[src/rtl/stream_demux_pkg.sv]
// Shared types and constants for the stream demultiplexer.
package stream_demux_pkg;
  typedef enum logic {IDLE = 1'b0, LOCKED = 1'b1} state_e;
  localparam int CNT_W = 16;
endpackage

[src/rtl/stream_demux_slot.sv]
// One-entry output register with valid/ready; accepts a write while draining.
module stream_demux_slot #(
  parameter int DATA_WIDTH = 8
) (
  input  logic                  clk_i,
  input  logic                  rst_i,
  input  logic                  wr_en_i,
  input  logic [DATA_WIDTH-1:0] wr_data_i,
  input  logic                  wr_last_i,
  input  logic                  rd_ready_i,
  output logic                  valid_o,
  output logic [DATA_WIDTH-1:0] data_o,
  output logic                  last_o,
  output logic                  wr_ready_o
);
  logic                  valid_q, valid_d;
  logic [DATA_WIDTH-1:0] data_q, data_d;
  logic                  last_q, last_d;

  always_comb begin
    valid_d = valid_q;
    data_d  = data_q;
    last_d  = last_q;
    if (valid_q && rd_ready_i) valid_d = 1'b0;
    // A refill in the drain cycle wins, so the slot stays full with the new beat.
    if (wr_en_i) begin
      valid_d = 1'b1;
      data_d  = wr_data_i;
      last_d  = wr_last_i;
    end
  end

  always_ff @(posedge clk_i) begin
    if (rst_i) begin
      valid_q <= 1'b0;
      data_q  <= '0;
      last_q  <= 1'b0;
    end else begin
      valid_q <= valid_d;
      data_q  <= data_d;
      last_q  <= last_d;
    end
  end

  assign valid_o    = valid_q;
  assign data_o     = data_q;
  assign last_o     = last_q;
  assign wr_ready_o = ~valid_q | rd_ready_i;
endmodule

[src/rtl/stream_demux.sv]
// Packet-aware 1:NUM_OUT stream demultiplexer; route locks for the packet duration.
// Define STREAM_DEMUX_CNT_EN to add per-output transfer counters (xfer_cnt_o).
module stream_demux
  import stream_demux_pkg::*;
#(
  parameter int NUM_OUT    = 4,
  parameter int DATA_WIDTH = 8
) (
  input  logic                                 clk_i,
  input  logic                                 rst_i,
  input  logic [$clog2(NUM_OUT)-1:0]           index_i,
  input  logic [DATA_WIDTH-1:0]                data_i,
  input  logic                                 last_i,
  input  logic                                 valid_i,
  output logic                                 ready_o,
  output logic [NUM_OUT-1:0][DATA_WIDTH-1:0]   data_o,
  output logic [NUM_OUT-1:0]                   last_o,
  output logic [NUM_OUT-1:0]                   valid_o,
  input  logic [NUM_OUT-1:0]                   ready_i,
  output logic                                 locked_o,
  output logic                                 err_o
`ifdef STREAM_DEMUX_CNT_EN
  ,
  output logic [NUM_OUT-1:0][CNT_W-1:0]        xfer_cnt_o
`endif
);
  localparam int IDX_W = $clog2(NUM_OUT);
  localparam logic [IDX_W:0] NUM_OUT_L = (IDX_W+1)'(NUM_OUT);

  state_e             state_q, state_d;
  logic [IDX_W-1:0]   idx_q, idx_d, sel;
  logic               err_q, err_d;
  logic               in_range, sel_rdy, accept;
  logic [NUM_OUT-1:0] wr_en, slot_rdy;

  always_comb begin
    sel      = (state_q == LOCKED) ? idx_q : index_i;
    // The latched index was range-checked when the lock was taken.
    in_range = (state_q == LOCKED) || ({1'b0, index_i} < NUM_OUT_L);
    sel_rdy  = 1'b0;
    for (int k = 0; k < NUM_OUT; k++)
      if (sel == IDX_W'(k)) sel_rdy = slot_rdy[k];
    ready_o = ~rst_i & (~in_range | sel_rdy);
    accept  = valid_i & ready_o;
    wr_en   = '0;
    for (int k = 0; k < NUM_OUT; k++)
      if (accept && in_range && sel == IDX_W'(k)) wr_en[k] = 1'b1;
    state_d = state_q;
    idx_d   = idx_q;
    err_d   = accept & ~in_range;
    case (state_q)
      IDLE:   if (accept && in_range && !last_i) begin
                state_d = LOCKED;
                idx_d   = index_i;
              end
      LOCKED: if (accept && last_i) state_d = IDLE;
    endcase
  end

  always_ff @(posedge clk_i) begin
    if (rst_i) begin
      state_q <= IDLE;
      idx_q   <= '0;
      err_q   <= 1'b0;
    end else begin
      state_q <= state_d;
      idx_q   <= idx_d;
      err_q   <= err_d;
    end
  end

  assign locked_o = (state_q == LOCKED);
  assign err_o    = err_q;

  for (genvar k = 0; k < NUM_OUT; k++) begin : g_out
    stream_demux_slot #(.DATA_WIDTH(DATA_WIDTH)) u_slot (
      .clk_i      (clk_i),
      .rst_i      (rst_i),
      .wr_en_i    (wr_en[k]),
      .wr_data_i  (data_i),
      .wr_last_i  (last_i),
      .rd_ready_i (ready_i[k]),
      .valid_o    (valid_o[k]),
      .data_o     (data_o[k]),
      .last_o     (last_o[k]),
      .wr_ready_o (slot_rdy[k])
    );
`ifdef STREAM_DEMUX_CNT_EN
    logic [CNT_W-1:0] cnt_q, cnt_d;
    always_comb cnt_d = (valid_o[k] & ready_i[k]) ? cnt_q + CNT_W'(1) : cnt_q;
    always_ff @(posedge clk_i) begin
      if (rst_i) cnt_q <= '0;
      else       cnt_q <= cnt_d;
    end
    assign xfer_cnt_o[k] = cnt_q;
`endif
  end
endmodule
[config.mk]
export PLATFORM = sky130hd
export DESIGN_NAME = stream_demux
export DESIGN_NICKNAME = d
export VERILOG_FILES = /design/src/rtl/stream_demux_pkg.sv /design/src/rtl/stream_demux_slot.sv /design/src/rtl/stream_demux.sv
export SDC_FILE = /design/constraint.sdc
export NUM_CORES = 1
export LEC_CHECK = 0
export CAP_MARGIN = 0
export CORE_MARGIN = 2
export CORE_UTILIZATION = 49
export DETAILED_ROUTE_END_ITERATION = 16
export GPL_TIMING_DRIVEN = 0
export PLACE_DENSITY = 0.9
export SLEW_MARGIN = 10
export SYNTH_ARGS = -nofsm -noshare
export SYNTH_HDL_FRONTEND = slang
export SYNTH_SLANG_ARGS = --single-unit
[constraint.sdc]
create_clock -name clk_i -period 6.8 [get_ports clk_i]
set_input_delay 2.04 -clock clk_i [delete_from_list [all_inputs] [get_ports clk_i]]
set_output_delay 2.04 -clock clk_i [all_outputs]
set_load 0.02 [all_outputs]
==> Yosys cells after proc, flatten, opt, wreduce, memory -nomap -nowiden <==
Index checks and enable logic that the tools add are counted.
Widths: inputs -> output; s select.
{ "word_totals": {"ff_bits": 43, "in_bits": 18, "wordCells": 66, "output_inout_bits": 43} }
{ "classes": {"n_mux": 20, "eq_ne": 3, "n_bitwise": 12, "reduce_logical": 17} }
{ "ops": {"columns": ["op", "count"], "rows": [
  ["$mux 1", 18],
  ["$logic_and 1x1->1", 10],
  ["$reduce_bool 2->1", 4],
  ["$not 1->1", 6],
  ["$eq 2x2->1 const B", 2],
  ["$or 1x1->1", 4],
  ["$and 1x1->1", 2],
  ["$eq 2x1->1 const B", 1],
  ["$logic_not 2->1", 1],
  ["$mux 2", 1],
  ["$pmux 1 s2", 1],
  ["$reduce_and 2->1", 1],
  ["$logic_not 1->1", 1]
]} }

==> Longest topological paths before layout <==
{ "logic_depth": {"depth_word": 11, "depth_mapped": 7, "mapped_depth_nobuf": 5} }

==> Hierarchy <==
From an unflattened synthesis, not the netlist that was laid out.
{ "unflattened": {"hier_cells": 172, "hier_area_um2": 1727.9} }
{ "modules_own_cells": {"columns": ["module", "n_inst", "area_per_inst_um2", "seq_area_each_um2", "cells_each"], "rows": [
  ["stream_demux_slot", 4, 355.3, 200.2, 33],
  ["stream_demux", 1, 306.5, 60.1, 40]
]} }

==> Worst setup path before layout <==
OpenSTA, ideal clock, no wires.
{ "synth_path": {"path_type": "input-to-output", "startpoint": "in index_i[1]", "endpoint": "out ready_o", "path_buffers": 0, "required_ns": 4.760, "setup_slack_ns": 1.633, "arrival_ns": 3.127, "path_stages": 4, "cell_sequence": "or2b_2 o22ai_2 a222oi_1 and2_1"} }
{ "synth_between": {"elab_chain_cells": 7, "elab_cells_between_ends": 10, "cone_classes": "3 x eq/ne; 5 x mux; 1 x bitwise; 1 x reduce/logical"} }
{ "synth_rtl": {"columns": ["item", "line_no", "source"], "rows": [
  ["start, declared", "stream_demux.sv:11", "input logic [$clog2(NUM_OUT)-1:0] index_i,"],
  ["$mux 2 *", "stream_demux.sv:37", "sel = (state_q == LOCKED) ? idx_q : index_i;"],
  ["$logic_not 2->1", "stream_demux.sv:42", "if (sel == IDX_W'(k)) sel_rdy = slot_rdy[k];"],
  ["$mux 1 (3 in series)", "stream_demux.sv:42", null],
  ["$mux 1 *", "stream_demux.sv:42", null],
  ["$and 1x1->1 *", "stream_demux.sv:43", "ready_o = ~rst_i & (~in_range | sel_rdy);"],
  ["end, declared", "stream_demux.sv:15", "output logic ready_o,"]
]} }
Mark *: on every way between the ends. The rest lies on a longest branch, timed or not.

==> Worst setup path in the final report <==
Ends and elaborated chain as after synthesis.

==> flow_summary.yaml <==
setup_path:
  ff2ff_setup_slack_ns: 4.76
  rr_worst_depth: 7
  cp_slowest_cell: "a222oi_1"
  cp-start-kind: "input pin"
  slowest_delay_ns: 0.66
  path_cells: "clkdlybuf4s50_1, or2b_2, o22ai_2, a222oi_1, and2_1, clkdlybuf4s50_1"
  crit_path_end_kind: "output pin"
  crit_fanout: 6
  r2r-end: "g_out[1].u_slot.last_o"
  cp.required_ns: 4.76
  crit_arrival_ns: 4.26
  cp_common_cell: "clkdlybuf4s50_1"
  critPathKind: "input pin to output pin"
yosys:
  async_flop_share_pct: 0
  synthCells: 187
  synthTopCellsByArea: "dfxtp_1 45%, mux2i_1 21%, nand2b_1 18%"
  yosysMostFrequentCell: "nand2b_1"
  synth-edff-count: 0
  synth.net_count: 205
  ys_seq_elements: 43
  avgSynthCellArea_um2: 10.14
  netlist.area_leader.share_pct: 45.38
  ys_seq_area_share_pct: 45.38
  ys_top_cells_by_count: "54 x nand2b_1, 43 x dfxtp_1, 39 x mux2i_1"
  yosys.area.top_type: "dfxtp_1"
  synth_cell_types: 24
  yosysWarningCount: 0
  synthesis.area_mm2: 0.001897
  ys.flop_type: "dfxtp_1"
placed_design:
  placed_area_mm2: 0.002547
  gp_congestion: 0.7809
  dp_hpwl_mm: 2.987
  numPortBuffers: 59
  dpl.cell_count: 294
die:
  die_w_um: 66.22
  die_area_mm2: 0.004384
  core_mm2: 0.003689
  io_pins: 61
  die_h_um: 66.22
  num_rows: 22
  start_util_pct: 51.42
pwr:
  p_int_uw: 368.9
  powerDensity_mw_per_mm2: 184.8
  power.switching_uw: 116.9
  swShare_pct: 24.07
  irDropWorstVdd_mv: 0.1640
  combPwrFrac_pct: 14.7
  pwr-share-seq_pct: 54.1
  pwr-share-clk_pct: 31.2
  leakage_uw: 0.001130
  p_total_uw: 485.8
sta:
  skew_ns: 0.002164
  tightestPinTransition_ns: 0.7038
  hold_viol_final: 0
  final-setup-viol-count: 0
  finalSetupTns_ns: 0
  drv_slew: 0
  fin_crit_sh_pct: 92.60
  rsz0062_at_grt: "false"
  slew_headroom_pct: 53.08
  max_freq_mhz: 158.8
  period_needed_ns: 6.297
layout:
  fill_cells: 308
  syn_to_final_growth_pct: 38.59
  seqCellArea_um2: 860.8
  multi_input_area_um2: 907.1
  final_core_utilization_pct: 71.27
  drive_gt1_share_pct: 8.661
  fin_area_mm2: 0.002629
  finalNetCount: 271
  n_antenna_cell: 0
  fin_cells: 302
global_route:
  grt_usage_pct: 19.76
  grt_pass1_vias: 1438
  grt-ovfl-total: 0
  antenna_found_initial: 0
  grt_max_degree: 13
  grt_pass1_wl_mm: 6.568
min_path:
  hp-start: "g_out[3].u_slot.data_o[0]"
  min_delay_path_depth: 2
  hp-class: "flip-flop to flip-flop"
  hold_end: "g_out[3].u_slot.data_o[0]"
clock_network:
  clock-sinks: 43
  cts.path.max_buffers: 2
  cts_buffers: 5
  htree_num_levels: 2
  clock_latency_ns: 0.28
  cts_setup_buffers: 0
  cts_resized: 0
  cts_tree: "done"
  root_buffer: "clkbuf_8"
  clkSlewWorstSetupHoldPaths_ns: 0.07
  cts_hold_repair.buffers: 0
routing:
  drt_iter0_markers: 37
  drt-total-wl_mm: 4.080
  antenna_left: 0
  firstDrtPassIters: 4
  avgViaCountPerCell: 4.930
  avgRoutedWirePerCell_um: 13.51
  vias: 1489
  drcViolationCount: 0
outcome:
  outcome: "finished, final reports clean"
flow_run:
  maxCapViolations: 0
[stage by stage]
step / setup WS [ns] / hold WS [ns]
2_1_floorplan: 1.633 / 0.4490
3_3_place_gp: 0.5489 / 0.4598
3_5_place_dp: 0.5255 / 0.4694
4_1_cts: 0.5254 / 0.4816
5_1_grt: 0.4334 / 0.4946
6_report: 0.5034 / 0.4783
[cells in the final DEF, fill, tap and decap left out, types with 2 or more instances in the layout]
master / instances
nor2_1: 2
a21oi_1: 5
buf_4: 13
clkbuf_8: 5
clkbuf_1: 8
mux2i_1: 39
nand2b_1: 54
clkdlybuf4s50_1: 59
nor2b_1: 3
nand3_1: 2
dfxtp_1: 43
nand4_1: 4
nand2_1: 3
[layout make-up]
cell class | count | area share [%]
multi-input combinational | 123 | 34.51
clock buffer | 7 | 2.903
sequential | 43 | 32.75
clock inverter | 1 | 0.1904
tap | 48 | 2.285
inverter | 1 | 0.1428
timing repair buffer | 59 | 22.47
buffer | 20 | 4.760
[worst max-delay path by stage]
| stage | end | startpoint | cells after the start |
|---|---|---|---|
| after detailed placement | ready_o | index_i[1] | 6 |
| after global placement | ready_o | index_i[1] | 6 |
| after CTS | ready_o | index_i[1] | 6 |
| after global routing | ready_o | index_i[1] | 6 |
| final | ready_o | index_i[1] | 6 |
| after floorplan | ready_o | index_i[1] | 4 |
[power by group through the flow]
stage	registers (uW)	logic [uW]	clock network [uW]
2_1_floorplan	274	33.7	0
3_3_place_gp	269	70.3	0
3_5_place_dp	269	71.5	0
4_1_cts	263	71.7	154
5_1_grt	264	76.2	166
6_report	263	71.3	152
[critical path: cells and delay by family]
| family | cells | cell delay (ns) |
|---|---|---|
| AO/OA/AOI/OAI | 2 | 0.74 |
| AND/OR/NAND/NOR | 2 | 0.43 |
| buffers and inverters | 2 | 1.06 |
[state kept, by name, indices dropped and copies added (netlist names), named ones only]
| name | cells |
|---|---|
| g_out.u_slot.valid_o | 4 |
| idx_q | 2 |
| g_out.u_slot.data_o | 32 |
| g_out.u_slot.last_o | 4 |
[routing by layer]
| metal | GRT usage [%] | part of all wire [%] | up-vias |
|---|---|---|---|
| li1 | - | - | 755 |
| met1 | 24.05 | 45 | 687 |
| met2 | 34.00 | 48 | 42 |
| met3 | 4.429 | 5.6 | 5 |
| met4 | 6.888 | 1.0 | 0 |
| met5 | 0 | 0 | - |
[cell families after synthesis]
group / count (synthesis) / synth area share, %
buffers and inverters: 21 / 6.793
AO/OA/AOI/OAI: 9 / 3.166
other: 1 / 0.1977
AND/OR/NAND/NOR: 74 / 23.88
flip-flops: 43 / 45.38
multiplexers: 39 / 20.58
Power figures use the tool's default switching activity.
